### src/rtl/sync_handshake_src_if.sv
// Bundle of the per-channel handshake and data signals of the REQ/ACK source.
// The master side is the source block itself; the slave side is whoever drives
// SEND_EN/D_IN and plays the peer returning ACK.
interface sync_handshake_src_if #(
    parameter int P_D_BITWIDTH = 8,
    parameter int P_CH         = 4
);
    logic [P_CH-1:0]              send_en;
    logic [P_CH*P_D_BITWIDTH-1:0] d_in;
    logic [P_CH*P_D_BITWIDTH-1:0] d_out;
    logic [P_CH-1:0]              req;
    logic [P_CH-1:0]              ack;
    logic [P_CH-1:0]              busy;
    logic [P_CH-1:0]              done;
    logic [P_CH-1:0]              drop;
    logic [P_CH-1:0]              err;
    logic [P_CH-1:0]              clr_err;

    modport master (
        input  send_en, d_in, ack, clr_err,
        output d_out, req, busy, done, drop, err
    );

    modport slave (
        output send_en, d_in, ack, clr_err,
        input  d_out, req, busy, done, drop, err
    );
endinterface

### src/rtl/sync_handshake_src.sv
// Multi-channel source side of a REQ/ACK clock-domain-crossing handshake.
// Each channel latches a data word on a SEND_EN rising edge, raises (4-phase)
// or toggles (2-phase) REQ, and waits for the peer's ACK after it has passed a
// FF_DEPTH-deep synchroniser. An optional watchdog parks a stuck channel in
// ERROR until software clears it and the peer has gone quiet.
module sync_handshake_src #(
    parameter int P_D_BITWIDTH = 8,
    parameter int P_CH         = 4,
    parameter int FF_DEPTH     = 2,
    parameter bit P_PHASE4     = 1'b1,
    parameter int P_TIMEOUT    = 0
) (
    input  logic                 clk,
    input  logic                 rst,
    sync_handshake_src_if.master bus
);

    // A zero-width counter is not legal, so the disabled watchdog keeps one bit.
    localparam int CNT_W = (P_TIMEOUT > 0) ? $clog2(P_TIMEOUT + 1) : 1;
    localparam logic [CNT_W-1:0] TO_LIMIT = CNT_W'(P_TIMEOUT);

    typedef enum logic [1:0] {
        IDLE     = 2'd0,
        WAIT_ACK = 2'd1,
        WAIT_REL = 2'd2,
        ERROR    = 2'd3
    } state_t;

    genvar gi;
    generate
        for (gi = 0; gi < P_CH; gi++) begin : g_ch
            state_t                  state_reg, state_next;
            logic                    req_reg, req_next;
            logic [P_D_BITWIDTH-1:0] dout_reg, dout_next;
            logic                    done_reg, done_next;
            logic                    drop_reg, drop_next;
            logic                    err_reg, err_next;
            logic                    busy_reg;
            logic                    send_en_d_reg;
            logic [CNT_W-1:0]        cnt_reg, cnt_next;
            (* ASYNC_REG = "TRUE" *)
            logic [FF_DEPTH-1:0]     sync_reg;

            logic                    rise;
            logic                    ack_s;
            logic [CNT_W-1:0]        cnt_inc;
            logic                    timeout_hit;
            logic                    quiet;

            assign rise        = bus.send_en[gi] & ~send_en_d_reg;
            assign ack_s       = sync_reg[FF_DEPTH-1];
            assign cnt_inc     = cnt_reg + CNT_W'(1);
            assign timeout_hit = (P_TIMEOUT > 0) && (cnt_inc == TO_LIMIT);
            // Peer is idle: ACK returned to zero (4-phase) or matches REQ (2-phase).
            assign quiet       = P_PHASE4 ? ~ack_s : (ack_s == req_reg);

            // Channel state, outputs, edge detector and ACK synchroniser.
            always_ff @(posedge clk or posedge rst) begin
                if (rst) begin
                    state_reg     <= IDLE;
                    req_reg       <= 1'b0;
                    dout_reg      <= '0;
                    done_reg      <= 1'b0;
                    drop_reg      <= 1'b0;
                    err_reg       <= 1'b0;
                    busy_reg      <= 1'b0;
                    send_en_d_reg <= 1'b0;
                    cnt_reg       <= '0;
                    sync_reg      <= '0;
                end else begin
                    state_reg     <= state_next;
                    req_reg       <= req_next;
                    dout_reg      <= dout_next;
                    done_reg      <= done_next;
                    drop_reg      <= drop_next;
                    err_reg       <= err_next;
                    busy_reg      <= (state_next != IDLE);
                    send_en_d_reg <= bus.send_en[gi];
                    cnt_reg       <= cnt_next;
                    sync_reg      <= {sync_reg[FF_DEPTH-2:0], bus.ack[gi]};
                end
            end

            // Next-state and output decode; completion is tested before the watchdog.
            always_comb begin
                state_next = state_reg;
                req_next   = req_reg;
                dout_next  = dout_reg;
                done_next  = 1'b0;
                drop_next  = 1'b0;
                err_next   = err_reg;
                cnt_next   = cnt_reg;

                case (state_reg)
                    IDLE: begin
                        if (rise) begin
                            state_next = WAIT_ACK;
                            dout_next  = bus.d_in[gi*P_D_BITWIDTH +: P_D_BITWIDTH];
                            req_next   = P_PHASE4 ? 1'b1 : ~req_reg;
                            cnt_next   = '0;
                        end
                    end
                    WAIT_ACK: begin
                        drop_next = rise;
                        if (P_PHASE4 && ack_s) begin
                            state_next = WAIT_REL;
                            req_next   = 1'b0;
                            cnt_next   = '0;
                        end else if (!P_PHASE4 && (ack_s == req_reg)) begin
                            state_next = IDLE;
                            done_next  = 1'b1;
                        end else if (timeout_hit) begin
                            state_next = ERROR;
                            err_next   = 1'b1;
                            req_next   = P_PHASE4 ? 1'b0 : req_reg;
                        end else if (P_TIMEOUT > 0) begin
                            cnt_next = cnt_inc;
                        end
                    end
                    WAIT_REL: begin
                        drop_next = rise;
                        if (!ack_s) begin
                            state_next = IDLE;
                            done_next  = 1'b1;
                        end else if (timeout_hit) begin
                            state_next = ERROR;
                            err_next   = 1'b1;
                            req_next   = 1'b0;
                        end else if (P_TIMEOUT > 0) begin
                            cnt_next = cnt_inc;
                        end
                    end
                    ERROR: begin
                        drop_next = rise;
                        if (bus.clr_err[gi] && quiet) begin
                            state_next = IDLE;
                            err_next   = 1'b0;
                        end
                    end
                    default: begin
                        state_next = IDLE;
                    end
                endcase
            end

            assign bus.req[gi]                                  = req_reg;
            assign bus.d_out[gi*P_D_BITWIDTH +: P_D_BITWIDTH]   = dout_reg;
            assign bus.busy[gi]                                 = busy_reg;
            assign bus.done[gi]                                 = done_reg;
            assign bus.drop[gi]                                 = drop_reg;
            assign bus.err[gi]                                  = err_reg;
        end
    endgenerate

endmodule

### src/flat_wrapper.sv
// flat-port wrapper written by rule: the top's interface ports become plain ports
module sync_handshake_src_flat 
#(
    parameter int P_D_BITWIDTH = 8,
    parameter int P_CH         = 4,
    parameter int FF_DEPTH     = 2,
    parameter bit P_PHASE4     = 1'b1,
    parameter int P_TIMEOUT    = 0
)
  (clk, rst, bus_send_en, bus_d_in, bus_ack, bus_clr_err, bus_d_out, bus_req, bus_busy, bus_done, bus_drop, bus_err);
  sync_handshake_src_if #(.P_D_BITWIDTH(P_D_BITWIDTH), .P_CH(P_CH)) bus_i ();
  input  logic clk;
  input  logic rst;
  input wire logic [$bits(bus_i.send_en)-1:0] bus_send_en;
  input wire logic [$bits(bus_i.d_in)-1:0] bus_d_in;
  input wire logic [$bits(bus_i.ack)-1:0] bus_ack;
  input wire logic [$bits(bus_i.clr_err)-1:0] bus_clr_err;
  output wire logic [$bits(bus_i.d_out)-1:0] bus_d_out;
  output wire logic [$bits(bus_i.req)-1:0] bus_req;
  output wire logic [$bits(bus_i.busy)-1:0] bus_busy;
  output wire logic [$bits(bus_i.done)-1:0] bus_done;
  output wire logic [$bits(bus_i.drop)-1:0] bus_drop;
  output wire logic [$bits(bus_i.err)-1:0] bus_err;
  assign bus_i.send_en = bus_send_en;
  assign bus_i.d_in = bus_d_in;
  assign bus_i.ack = bus_ack;
  assign bus_i.clr_err = bus_clr_err;
  assign bus_d_out = bus_i.d_out;
  assign bus_req = bus_i.req;
  assign bus_busy = bus_i.busy;
  assign bus_done = bus_i.done;
  assign bus_drop = bus_i.drop;
  assign bus_err = bus_i.err;
  sync_handshake_src #(.P_D_BITWIDTH(P_D_BITWIDTH), .P_CH(P_CH), .FF_DEPTH(FF_DEPTH), .P_PHASE4(P_PHASE4), .P_TIMEOUT(P_TIMEOUT)) u_core (.clk(clk), .rst(rst), .bus(bus_i));
endmodule
### config.mk
export PLATFORM = sky130hd
export DESIGN_NAME = sync_handshake_src_flat
export DESIGN_NICKNAME = d
export VERILOG_FILES = /design/src/rtl/sync_handshake_src_if.sv /design/src/rtl/sync_handshake_src.sv /design/src/flat_wrapper.sv
export SDC_FILE = /design/constraint.sdc
export NUM_CORES = 1
export LEC_CHECK = 0
export ABC_AREA = 0
export CAP_MARGIN = 20
export CORE_AREA = 2 2 79 81
export CTS_CLUSTER_DIAMETER = 80
export CTS_CLUSTER_SIZE = 20
export DETAILED_ROUTE_END_ITERATION = 7
export DIE_AREA = 0 0 81 83
export PLACE_DENSITY = 0.89
export SLEW_MARGIN = 25
export SYNTH_ARGS = -nofsm -noshare
export SYNTH_HDL_FRONTEND = slang
export SYNTH_SLANG_ARGS = --single-unit
### constraint.sdc
create_clock -name clk -period 5.55 [get_ports clk]
set_clock_uncertainty 0.15 [all_clocks]
set_input_delay 0.555 -clock clk [delete_from_list [all_inputs] [get_ports clk]]
set_output_delay 0.555 -clock clk [all_outputs]
set_load 0.03 [all_outputs]
# --- Word-level counts from Yosys, hierarchy flattened ---
# Index checks and enable logic that the tools add are counted.
# Widths: inputs -> output; s select.
totals:
  word_cells: 136
  inputBits: 46
  out_inout_bits: 52
  regBits: 68
op_classes:
  muxes: 44
  eq_ne: 20
  bitwise: 12
  reduce_logical: 28
ops:
  columns: ["op", "n"]
  rows:
  - ["$mux 2", 16]
  - ["$pmux 2 s4", 4]
  - ["$mux 1", 20]
  - ["$eq 2x2->1 const B", 8]
  - ["$ne 2x1->1 const B", 8]
  - ["$reduce_bool 2->1", 8]
  - ["$reduce_and 3->1", 4]
  - ["$reduce_or 3->1", 4]
  - ["$eq 2x1->1 const B", 4]
  - ["$logic_not 2->1", 4]
  - ["$not 1->1", 8]
  - ["$pmux 1 s2", 4]
  - ["$reduce_and 2->1", 4]
  - ["$and 1x1->1", 4]
  - ["$logic_and 1x1->1", 4]

# --- Longest topological paths before layout ---
logic_depth:
  depth_word: 5
  depth_mapped: 4
  ltp_nobuf: 3

# --- Worst setup path after synthesis ---
# Ideal clock, no wire load.
synth_timing:
  kind: "input -> register"
  from: "input port bus_send_en[0]"
  to: "register u_core.g_ch[0].dout_reg[0]"
  arrival_ps: 1495
  cell_stages: 4
  slack_ps: 3780
  n_path_buf: 1
  cell_sequence: "nor3b_1 > nor2b_1 > buf_4 > mux2_2"
synth_between:
  elab_chain_len: 2
synth_rtl:
  columns: ["item", "line", "rtl"]
  rows:
  - ["from (decl)", "flat_wrapper.sv:14", "input wire logic [$bits(bus_i.send_en)-1:0] bus_send_en;"]
  - ["$and 1x1->1", "sync_handshake_src.sv:50", "assign rise = bus.send_en[gi] & ~send_en_d_reg;"]
  - ["$reduce_and 2->1 (no line)", null, null]
  - ["to (signal assigned)", "sync_handshake_src.sv:73", "dout_reg <= dout_next;"]
  - ["to (decl)", "sync_handshake_src.sv:34", "logic [P_D_BITWIDTH-1:0] dout_reg, dout_next;"]
# No other way between the ends.
# A chain may end at the register's enable or synchronous reset.

# --- Worst setup path in the final report ---
layout_timing:
  from: "input port bus_send_en[0]"
  to: "register u_core.g_ch[0].dout_reg[6]"
# The elaborated chain is that of the path after synthesis.

==> out/results.tsv <==
metric	value	unit
slew_headroom	45.05	%
viasPerCell	4.803	
synth_compound_area_share	4.482	%
cts_resized	0	
ys_seq_area_share	63.49	%
fin_nets	333	
syn-instance-count	204	
synth_most_common_cell	dfrtp_1	
synth_mux_area_share	13.45	%
finalWirelength	5093	um
setup_tns	0	ns
fill_cells	480	
num_rows	28	
syn_area	2680	um^2
setup-violations-final	0	
max_stage_delay	0.73	ns
synth_xor_area_share	0	%
critPathCaptureType	flop	
grt_pass1_wl	8438	um
die-area	6723	um^2
seq_area	1702	um^2
htreeDepth	3	
clock-root-buffer	clkbuf_8	
critPathLaunchType	input port	
timing.hold.ws	0.1970	ns
synth.area.top_cells	dfrtp_1 (63%), mux2_2 (13%), buf_4 (6.4%), nor3b_1 (3.1%), nor2b_1 (3.0%)	
required	5.61	ns
yosys.area_share.simple	10.69	%
largest_register_ff_count	32	
synth.distinct_cells	16	
fin_crit	2.520	ns
clkSlewWorstSetupHoldPaths	0.06	ns
netlist.area_leader.share	63.49	%
drive_above_1_share	16.15	%
postCtsSetupBuffers	0	
gp_congestion	0.7526	
die_w	81	um
cap_violations	0	
crit_type	input port to flop	
crit_family	simple AND/OR/NAND/NOR gates	
finalCoreUtilization	63.49	%
wl_per_cell	13.92	um
crit_chain	clkdlybuf4s50_1 -> nor3b_1 -> nor2b_1 -> mux2_2	
final_max_slew_viol_count	0	
worstPathMaxFanout	8	
synth_common_cells	dfrtp_1 (68), mux2_2 (32), buf_4 (23)	
antenna_found_initial	0	
synth_edf_count	0	
cts_tree	done	
portBuffers	93	
synth_top_area_cell	dfrtp_1	
synth.avg_cell_area	13.14	um^2
clock.fmax	0.3969	GHz
track_usage	16.48	%
critical_path_buf_inv_count	1	
multiInputGateArea	782.0	um^2
vias	1758	
core_region_area	5816	um^2
cts_buffer_depth	2	
syn_to_final_growth	37.77	%
overflow	0	
synthAdderAreaFrac	0	%
yosysWarnings	0	
synthArstFlopShare	100.0	%
min_period_over_period	45.40	%
drc	0	
grt_setup_unrepaired	no	
tightest_slew	0.8226	ns
ios	98	
antenna_left	0	
hpwl	3708	um
powerDensity	571.5	nW/um^2
cts.sink_count	68	
synth_top_family_by_area	multiplexers	
die_y	83	um
hp-class	flop to flop	
first_iter_violations	68	
cellLeakagePower	1.576	nW
clock_latency	0.32	ns
numCtsBuffers	9	
crit_slowest_cell	nor2b_1	
hold_viol	0	
cp.arrival	2.58	ns
grt_pass1_vias	1832	
start_util	46.08	%
cts_hold_buf	0	
ys_seq_elements	68	
status	finished clean	
firstDrtPassIters	3	
num_antenna_cells	0	
ys.flop_type	dfrtp_1	
grt_max_degree	69	
ir_worst_vdd	0.0003196	V
==> per-stage QoR <==
step           power, mW  cells  worst slack (ns)  instance area, um^2
2_1_floorplan      1.443    207             3.133                 2691
3_3_place_gp       1.770    351             2.691                 3542
3_5_place_dp       1.805    351             2.654                 3542
4_1_cts            2.135    366             2.986                 3692
5_1_grt            2.239    366             2.845                 3692
6_report           2.110    366             3.030                 3692
==> power by group <==
part           total (mW)  switching (mW)  internal, mW
Combinational       0.966           0.511         0.455
Sequential          0.819           0.133         0.686
Clock               0.325           0.167         0.158
==> metal layers <==
layer	part of all wire [%]	wire, um	vias to the layer above	global-route usage, %
met5	0	0	-	0
met4	1.4	70	0	6.471
met3	8.8	446	9	6.413
met2	52	2630	66	27.57
met1	38	1944	856	18.63
li1	-	-	827	-
==> area by class of cell <==
cell class	count	share of cell area [%]
repair buffers	94	25.42
flip-flops and latches	68	46.09
clock buffers	12	3.660
multi-input cells	107	21.18
well taps	75	2.542
clock inverters	3	0.4066
inverters	7	0.7116
==> layout by cell type (no fill, tap or decap) <==
cell type	synthesis	layout
inv_2	0	1
clkbuf_1	1	3
nor4b_4	1	1
buf_4	23	1
nor2_1	15	15
conb_1	1	4
nand2b_1	2	2
nor3b_1	11	11
clkinv_2	0	3
nand2_1	8	8
clkbuf_8	0	9
o21ai_0	9	9
mux2_2	32	32
dfrtp_1	68	68
inv_1	7	6
a221oi_1	4	4
clkdlybuf4s50_1	0	93
a21oi_1	8	8
nor2b_1	13	13
==> worst paths after layout <==
| check | startpoint | end | slack [ns] | cells after the start |
|---|---|---|---|---|
| max in group asynchronous | rst | u_core.g_ch[2].state_reg[0]$_DFF_PP0_ | 4.08 | 3 |
| min reg2reg | u_core.g_ch[2].sync_reg[0]$_DFF_PP0_ | u_core.g_ch[2].sync_reg[1]$_DFF_PP0_ | 0.20 | 0 |
| min in group asynchronous | rst | u_core.g_ch[1].busy_reg$_DFF_PP0_ | 0.65 | 3 |
| min | u_core.g_ch[2].sync_reg[0]$_DFF_PP0_ | u_core.g_ch[2].sync_reg[1]$_DFF_PP0_ | 0.20 | 0 |
| max | bus_send_en[0] | u_core.g_ch[0].dout_reg[6]$_DFFE_PP0P_ | 3.03 | 4 |
| max reg2reg | u_core.g_ch[0].state_reg[1]$_DFF_PP0_ | u_core.g_ch[0].dout_reg[6]$_DFFE_PP0P_ | 3.30 | 3 |
==> worst reg2reg max path: stages (launching register included) <==
cell,delay (ns)
dfrtp_1,0.43
nor3b_1,0.41
nor2b_1,0.73
mux2_2,0.41
==> cells by family after synthesis <==
family                 Yosys count
and+or+nand+nor                 50
buffers and inverters           32
AOI/OAI and AO/OA               21
other                            1
DFF                             68
muxes                           32
No activity file was read; power rests on OpenSTA's default activity.
